[config.mk]
export PLATFORM = sky130hd
export DESIGN_NAME = riscv_boot_loader_flat
export DESIGN_NICKNAME = d
export VERILOG_FILES = /design/src/rtl/riscv_boot_loader_if.sv /design/src/rtl/riscv_boot_loader.sv /design/src/flat_wrapper.sv
export SDC_FILE = /design/constraint.sdc
export NUM_CORES = 1
export LEC_CHECK = 0
export BUFFER_PORTS_ARGS = -buffer_cell sky130_fd_sc_hd__buf_4
export CAP_MARGIN = 20
export CORE_UTILIZATION = 45
export DETAILED_ROUTE_END_ITERATION = 7
export PLACE_DENSITY = 0.66
export SETUP_SLACK_MARGIN = 0.15
export SYNTH_ARGS = -nofsm -noshare
export SYNTH_HDL_FRONTEND = slang
export SYNTH_SLANG_ARGS = --single-unit
[constraint.sdc]
create_clock -name clk -period 2.1 [get_ports clk]
set_clock_uncertainty 0.05 [all_clocks]
set_input_delay 0.315 -clock clk [delete_from_list [all_inputs] [get_ports clk]]
set_output_delay 0.315 -clock clk [all_outputs]
set_load 0.01 [all_outputs]
[src/rtl/riscv_boot_loader_if.sv]
// Bundle carrying the host byte stream and the instruction-memory write port of the
// boot loader. The loader connects through the master modport; the host link model and
// the instruction memory connect through the slave modport.
interface riscv_boot_loader_if #(
   parameter int ADDR_W = 10
);
   logic [7:0]        rx_data;
   logic              rx_valid;
   logic              rx_ready;
   logic              imem_we;
   logic [ADDR_W-1:0] imem_addr;
   logic [31:0]       imem_wdata;

   modport master (
      input  rx_data,
      input  rx_valid,
      output rx_ready,
      output imem_we,
      output imem_addr,
      output imem_wdata
   );

   modport slave (
      output rx_data,
      output rx_valid,
      input  rx_ready,
      input  imem_we,
      input  imem_addr,
      input  imem_wdata
   );
endinterface

[src/rtl/riscv_boot_loader.sv]
// Boot loader sitting upstream of the RISC-V core. Receives an image as a byte stream
// (two length bytes giving the word count N, then 4*N bytes, LSB first), packs the bytes
// into 32-bit little-endian words, writes them to instruction memory and keeps the core
// in reset until the whole image is in place. A reload pulse in RUN or ERR re-arms it.
// Optional feature: define BOOT_CHECKSUM_EN to require a trailing mod-256 checksum byte
// covering every preceding image byte, length bytes included.
module riscv_boot_loader #(
   parameter int ADDR_W    = 10,
   parameter int BASE_ADDR = 0
) (
   input  logic                 clk,
   input  logic                 rst,
   riscv_boot_loader_if.master  bus,
   input  logic                 reload,
   output logic                 core_rst,
   output logic                 done,
   output logic                 error
);

   localparam int MAX_WORDS = 2 ** ADDR_W;

   typedef enum logic [2:0] {
      LEN_LO,
      LEN_HI,
      DATA,
      CHK,
      RUN,
      ERR
   } state_t;

   state_t state;
   state_t next_state;

   logic [7:0]  len_lo;
   logic [15:0] len;
   logic [15:0] len_full;
   logic [1:0]  byte_lane;
   logic [23:0] word_buf;
   logic [15:0] word_idx;
   logic        accept;
   logic        last_word;
   logic        rearm;

`ifdef BOOT_CHECKSUM_EN
   logic [7:0]  sum;
`endif

   assign accept    = bus.rx_valid & bus.rx_ready;
   assign len_full  = {bus.rx_data, len_lo};
   assign last_word = ((word_idx + 16'd1) == len);
   assign rearm     = reload && ((state == RUN) || (state == ERR));

   // Status outputs are pure functions of the state; byte intake pauses while a word is written
   always_comb begin
      bus.rx_ready = 1'b0;
      core_rst     = 1'b1;
      done         = 1'b0;
      error        = 1'b0;
      case (state)
         LEN_LO, LEN_HI, DATA, CHK: bus.rx_ready = ~bus.imem_we;
         RUN: begin
            core_rst = 1'b0;
            done     = 1'b1;
         end
         ERR:     error = 1'b1;
         default: ;
      endcase
   end

   // Next-state logic: header parse, data phase ending on the last word's write, restart on reload
   always_comb begin
      next_state = state;
      case (state)
         LEN_LO: begin
            if (accept) next_state = LEN_HI;
         end
         LEN_HI: begin
            if (accept) begin
               if (len_full == 16'd0) begin
`ifdef BOOT_CHECKSUM_EN
                  next_state = CHK;
`else
                  next_state = RUN;
`endif
               end else if (32'(len_full) > 32'(MAX_WORDS)) begin
                  next_state = ERR;
               end else begin
                  next_state = DATA;
               end
            end
         end
         DATA: begin
            if (bus.imem_we && last_word) begin
`ifdef BOOT_CHECKSUM_EN
               next_state = CHK;
`else
               next_state = RUN;
`endif
            end
         end
`ifdef BOOT_CHECKSUM_EN
         CHK: begin
            if (accept) next_state = (bus.rx_data == sum) ? RUN : ERR;
         end
`endif
         RUN, ERR: begin
            if (reload) next_state = LEN_LO;
         end
         default: next_state = LEN_LO;
      endcase
   end

   // State register; an asynchronous reset discards any load in progress
   always_ff @(posedge clk or negedge rst) begin
      if (!rst) begin
         state <= LEN_LO;
      end else begin
         state <= next_state;
      end
   end

   // Datapath: length capture, byte-lane packing, one-cycle write strobe and word counter
   always_ff @(posedge clk or negedge rst) begin
      if (!rst) begin
         len_lo         <= 8'd0;
         len            <= 16'd0;
         byte_lane      <= 2'd0;
         word_buf       <= 24'd0;
         word_idx       <= 16'd0;
         bus.imem_we    <= 1'b0;
         bus.imem_addr  <= ADDR_W'(BASE_ADDR);
         bus.imem_wdata <= 32'd0;
`ifdef BOOT_CHECKSUM_EN
         sum            <= 8'd0;
`endif
      end else if (rearm) begin
         len_lo         <= 8'd0;
         len            <= 16'd0;
         byte_lane      <= 2'd0;
         word_buf       <= 24'd0;
         word_idx       <= 16'd0;
         bus.imem_we    <= 1'b0;
         bus.imem_addr  <= ADDR_W'(BASE_ADDR);
         bus.imem_wdata <= 32'd0;
`ifdef BOOT_CHECKSUM_EN
         sum            <= 8'd0;
`endif
      end else begin
         bus.imem_we <= 1'b0;
         if (bus.imem_we) begin
            word_idx <= word_idx + 16'd1;
         end
         if (accept) begin
`ifdef BOOT_CHECKSUM_EN
            sum <= sum + bus.rx_data;
`endif
            case (state)
               LEN_LO: len_lo <= bus.rx_data;
               LEN_HI: len    <= len_full;
               DATA: begin
                  byte_lane <= byte_lane + 2'd1;
                  if (byte_lane == 2'd3) begin
                     bus.imem_we    <= 1'b1;
                     bus.imem_wdata <= {bus.rx_data, word_buf};
                     bus.imem_addr  <= ADDR_W'(BASE_ADDR) + ADDR_W'(word_idx);
                  end else begin
                     word_buf[8*byte_lane +: 8] <= bus.rx_data;
                  end
               end
               default: ;
            endcase
         end
      end
   end

endmodule

[src/flat_wrapper.sv]
// flat-port wrapper written by rule: the top's interface ports become plain ports
module riscv_boot_loader_flat 
#(
   parameter int ADDR_W    = 10,
   parameter int BASE_ADDR = 0
)
  (clk, rst, reload, core_rst, done, error, bus_rx_data, bus_rx_valid, bus_rx_ready, bus_imem_we, bus_imem_addr, bus_imem_wdata);
  riscv_boot_loader_if #(.ADDR_W(ADDR_W)) bus_i ();
  input  logic clk;
  input  logic rst;
  input  logic reload;
  output logic core_rst;
  output logic done;
  output logic error;
  input wire logic [$bits(bus_i.rx_data)-1:0] bus_rx_data;
  input wire logic [$bits(bus_i.rx_valid)-1:0] bus_rx_valid;
  output wire logic [$bits(bus_i.rx_ready)-1:0] bus_rx_ready;
  output wire logic [$bits(bus_i.imem_we)-1:0] bus_imem_we;
  output wire logic [$bits(bus_i.imem_addr)-1:0] bus_imem_addr;
  output wire logic [$bits(bus_i.imem_wdata)-1:0] bus_imem_wdata;
  assign bus_i.rx_data = bus_rx_data;
  assign bus_i.rx_valid = bus_rx_valid;
  assign bus_rx_ready = bus_i.rx_ready;
  assign bus_imem_we = bus_i.imem_we;
  assign bus_imem_addr = bus_i.imem_addr;
  assign bus_imem_wdata = bus_i.imem_wdata;
  riscv_boot_loader #(.ADDR_W(ADDR_W), .BASE_ADDR(BASE_ADDR)) u_core (.clk(clk), .rst(rst), .bus(bus_i), .reload(reload), .core_rst(core_rst), .done(done), .error(error));
endmodule
==> flow_metrics.py <==
metrics = {
    "yosys": {
        "yosysWarningCount": 0,
        "synth_area_in_simple_gates_pct": 24.3,
        "multiplexer_fraction_of_the_synthesized_cell_area_pct": 2.69,
        "postSynth.topFlopCell": "sky130_fd_sc_hd__dfrtp_1",
        "synth-xor-area-share_pct": 5.67,
        "syn-instance-count": 554,
        "number_of_nets_in_the_synthesized_netlist": 571,
        "synth_edf_count": 0,
        "fraction_of_the_mapped_netlist_area_in_compound_gates_pct": 9.05,
        "synth-seq-area-share_pct": 53.4,
        "synth_cell_type_count": 52,
        "netlist_area_pre_place_um2": 5250,
        "asyncSetResetFlopFracSynth_pct": 100,
        "dominant_combinational_cell_family_by_area_after_synthesis": "simple AND/OR/NAND/NOR gates",
        "yosys.area_share.adder_pct": 1.19,
        "synth-seq-cells": 112,
        "syn_avg_cell_area_um2": 9.48,
    },
    "power": {
        "static-leakage-power_uw": 0.00312,
        "power.sequential.fraction_pct": 46.7,
        "p_sw_share_pct": 31.8,
        "p_comb_share_pct": 23.3,
        "power.density_cell_area_nw_per_um2": 848,
        "power.net_switching_uw": 1730,
        "power.clock.fraction_pct": 29.9,
        "ir_drop_mv": 0.448,
        "p_int_uw": 3710,
    },
    "grt": {
        "grt_pass1_vias": 4020,
        "globalRouteOverflowTotal": 0,
        "grt_first_pass_wirelength_um": 20200,
        "grt_start_max_net_pins": 42,
        "grtUsageTotal_pct": 22.2,
        "number_of_antenna_violations_at_the_first_check_in_global_routing": 0,
    },
    "routing": {
        "dr.first_iter.drc_count": 199,
        "antenna_left": 0,
        "totalWireLength_um": 12300,
        "vias_per_cell": 5.39,
        "drcViolationCount": 0,
        "dr_total_vias": 4162,
        "dr.pass1.iters": 5,
        "wl_per_cell_um": 15.9,
    },
    "worst_hold_path": {
        "hold_start": "bus_rx_data[4]",
        "holdCritPathClass": "in -> reg",
        "min_delay_path_depth": 3,
        "min_delay_worst_endpoint": "u_core.bus.imem_wdata[28]",
    },
    "clocking": {
        "clock_insertion_delay_worst_skew_ns": 0.35,
        "cts-htree-levels": 3,
        "tritoncts": "built",
        "cts.sinks": 112,
        "tritoncts.num_buffers": 9,
        "cts_max_path_buffers": 2,
        "clk_pin_slew_worst_paths_ns": 0.07,
        "clock_tree.root_cell": "sky130_fd_sc_hd__clkbuf_16",
    },
    "place": {
        "placement.setup.worst_slack_ns": -0.0323,
        "place.detailed.hpwl_um": 8200,
        "gp_congestion": 0.864,
        "dpl_cell_area_um2": 5910,
        "buffer_ports.inserted": 58,
    },
    "finish": {
        "most-common-layout-cells": "145 x sky130_fd_sc_hd__nand2_1, 104 x sky130_fd_sc_hd__dfrtp_1, 91 x sky130_fd_sc_hd__buf_4",
        "final_common_cell": "sky130_fd_sc_hd__nand2_1",
        "final_area_um2": 6410,
        "synthToLayoutAreaGrowth_pct": 22.1,
        "antennaDiodeCount": 0,
        "drive_above_1_share_pct": 23.8,
        "final_net_count": 641,
    },
    "worst_setup_path": {
        "rr_endpoint": "u_core.state[2]",
        "setup.worst_path.class": "reg -> reg",
        "crit_start": "u_core.word_idx[0]",
        "timing.critical_path.arrival_ns": 2.16,
        "cp.required_ns": 2.31,
        "setup.reg_to_reg.worst_slack_ns": 0.14,
        "timing.rr.start": "u_core.word_idx[0]",
        "end_kind": "register",
        "r2r_cells": 8,
        "crit_path_max_fanout": 7,
        "timing.critical_path.from_type": "register",
    },
    "sta": {
        "report.final.setup_viol": 0,
        "rsz0062_at_grt": "yes",
        "fmax_mhz": 511,
        "final_worst_path_cycle_share_pct": 93.2,
        "finalMaxSlewViolations": 0,
        "final-hold-violation-count": 0,
        "least_margin_pin_slew_ns": 0.582,
        "slew-limit-headroom_pct": 61.2,
        "fin_crit_ns": 1.96,
        "finalWorstSetupSlack_ns": 0.144,
    },
    "floorplanning": {
        "pin_count": 59,
        "die-width_um": 110,
        "placement_rows": 39,
        "core_area_um2": 11400,
        "die_area_um2": 12100,
        "initial_core_utilization_pct": 46.0,
        "die-height_um": 110,
    },
    "run_status": {
        "run_status": "finished clean",
    },
    "run": {
        "max-cap-violations": 0,
    },
}
-- what timing repair did --
action | in CTS | in global routing
hold endpoints to repair | 33 | 0
setup buffers | 5 | 5
hold buffers | 1 | 0
resized for setup | 8 | 26
pin swaps | 7 | 6
setup endpoints to repair | 10 | 34
gates cloned | 0 | 0
-- Yosys cell counts (2+ instances only) --
library cell | n | area share [%]
sky130_fd_sc_hd__buf_6 | 2 | 0.43
sky130_fd_sc_hd__nor2_1 | 35 | 2.5
sky130_fd_sc_hd__mux2i_1 | 13 | 2.5
sky130_fd_sc_hd__a21oi_1 | 30 | 2.9
sky130_fd_sc_hd__nand2b_1 | 7 | 0.83
sky130_fd_sc_hd__clkbuf_1 | 14 | 1.0
sky130_fd_sc_hd__buf_2 | 8 | 0.76
sky130_fd_sc_hd__xnor2_1 | 19 | 3.2
sky130_fd_sc_hd__nand2_1 | 146 | 10
sky130_fd_sc_hd__nor4_1 | 2 | 0.24
sky130_fd_sc_hd__xor2_1 | 15 | 2.5
sky130_fd_sc_hd__ha_1 | 5 | 1.2
sky130_fd_sc_hd__buf_1 | 8 | 0.57
sky130_fd_sc_hd__o31ai_1 | 5 | 0.71
sky130_fd_sc_hd__and3_1 | 2 | 0.24
sky130_fd_sc_hd__inv_1 | 3 | 0.21
sky130_fd_sc_hd__o21ai_0 | 8 | 0.76
sky130_fd_sc_hd__nor2b_1 | 8 | 0.95
sky130_fd_sc_hd__dfrtp_1 | 112 | 53
sky130_fd_sc_hd__nor2_2 | 2 | 0.24
sky130_fd_sc_hd__nand4_1 | 6 | 0.71
sky130_fd_sc_hd__and2_1 | 5 | 0.60
sky130_fd_sc_hd__a22o_1 | 11 | 1.8
sky130_fd_sc_hd__nand3_1 | 51 | 4.9
sky130_fd_sc_hd__buf_4 | 2 | 0.29
sky130_fd_sc_hd__a32o_1 | 6 | 1.1
sky130_fd_sc_hd__nor3_1 | 2 | 0.19
sky130_fd_sc_hd__and4_1 | 3 | 0.50
-- power by group through the flow --
stage	Clock [uW]	Combinational (uW)	Sequential [uW]
6_report	1630	1270	2540
2_1_floorplan	0	874	2510
4_1_cts	1670	1220	2530
3_3_place_gp	0	1170	2560
3_5_place_dp	0	1200	2570
5_1_grt	1760	1410	2570
-- final cells by class --
type | count | area [um^2]
Fill cell | 1006 | 5000
Sequential cell | 112 | 2810
Multi-Input combinational cell | 403 | 2390
Timing Repair Buffer | 94 | 733
Clock buffer | 10 | 239
Tap cell | 143 | 179
Clock inverter | 6 | 43.8
Inverter | 4 | 15.0
-- how the worst max path moves through the flow --
stage                                  to  slack [ns]
final                     u_core.state[2]        0.14
after global routing      u_core.state[2]        0.05
after CTS                 u_core.state[2]        0.10
after detailed placement  u_core.state[2]       -0.03
after global placement    u_core.state[2]        0.02
after floorplan           u_core.state[2]        0.19
-- sequential cells by signal, indices dropped and copies added, names as in the netlist --
signal,count
u_core.bus.imem_addr,10
u_core.len_lo,8
u_core.bus.imem_we,1
u_core.bus.imem_wdata,32
u_core.word_buf,24
u_core.word_idx,16
u_core.state,3
u_core.byte_lane,2
u_core.len,16
-- critical path, cell delays in order (launching register included) --
cell,delay (ns)
sky130_fd_sc_hd__dfrtp_2,0.43
sky130_fd_sc_hd__ha_4,0.21
sky130_fd_sc_hd__nand2_2,0.06
sky130_fd_sc_hd__a21oi_2,0.15
sky130_fd_sc_hd__o21ai_2,0.08
sky130_fd_sc_hd__a2111oi_4,0.31
sky130_fd_sc_hd__and4_1,0.24
sky130_fd_sc_hd__nand3_2,0.12
sky130_fd_sc_hd__o31ai_2,0.21
-- cell families after synthesis --
family          count (synthesis)
compound gates                 70
xor+xnor                       34
fa+ha+maj                       5
buf+inv                        39
flops                         112
mux                            14
simple gates                  280
-- stage by stage --
step	cells	util (%)	power, uW	TNS [ns]	hold slack [ns]
floorplan	554	-	3390	0	-0.0306
global placement	745	51.8	3720	0	0.255
detailed placement	745	51.8	3770	-0.0323	0.263
CTS	767	54.9	5420	0	0.216
global route	772	56.2	5740	0	0.237
finish	772	56.2	5440	0	0.229
-- routing by layer --
metal	wire length, um	GRT usage [%]	vias to the layer above
met5	0	0	-
met4	266	10.6	0
met3	631	3.94	18
met2	6000	35.1	111
met1	5400	29.6	2026
li1	-	-	2007
No activity file was read; power rests on OpenSTA's default activity.
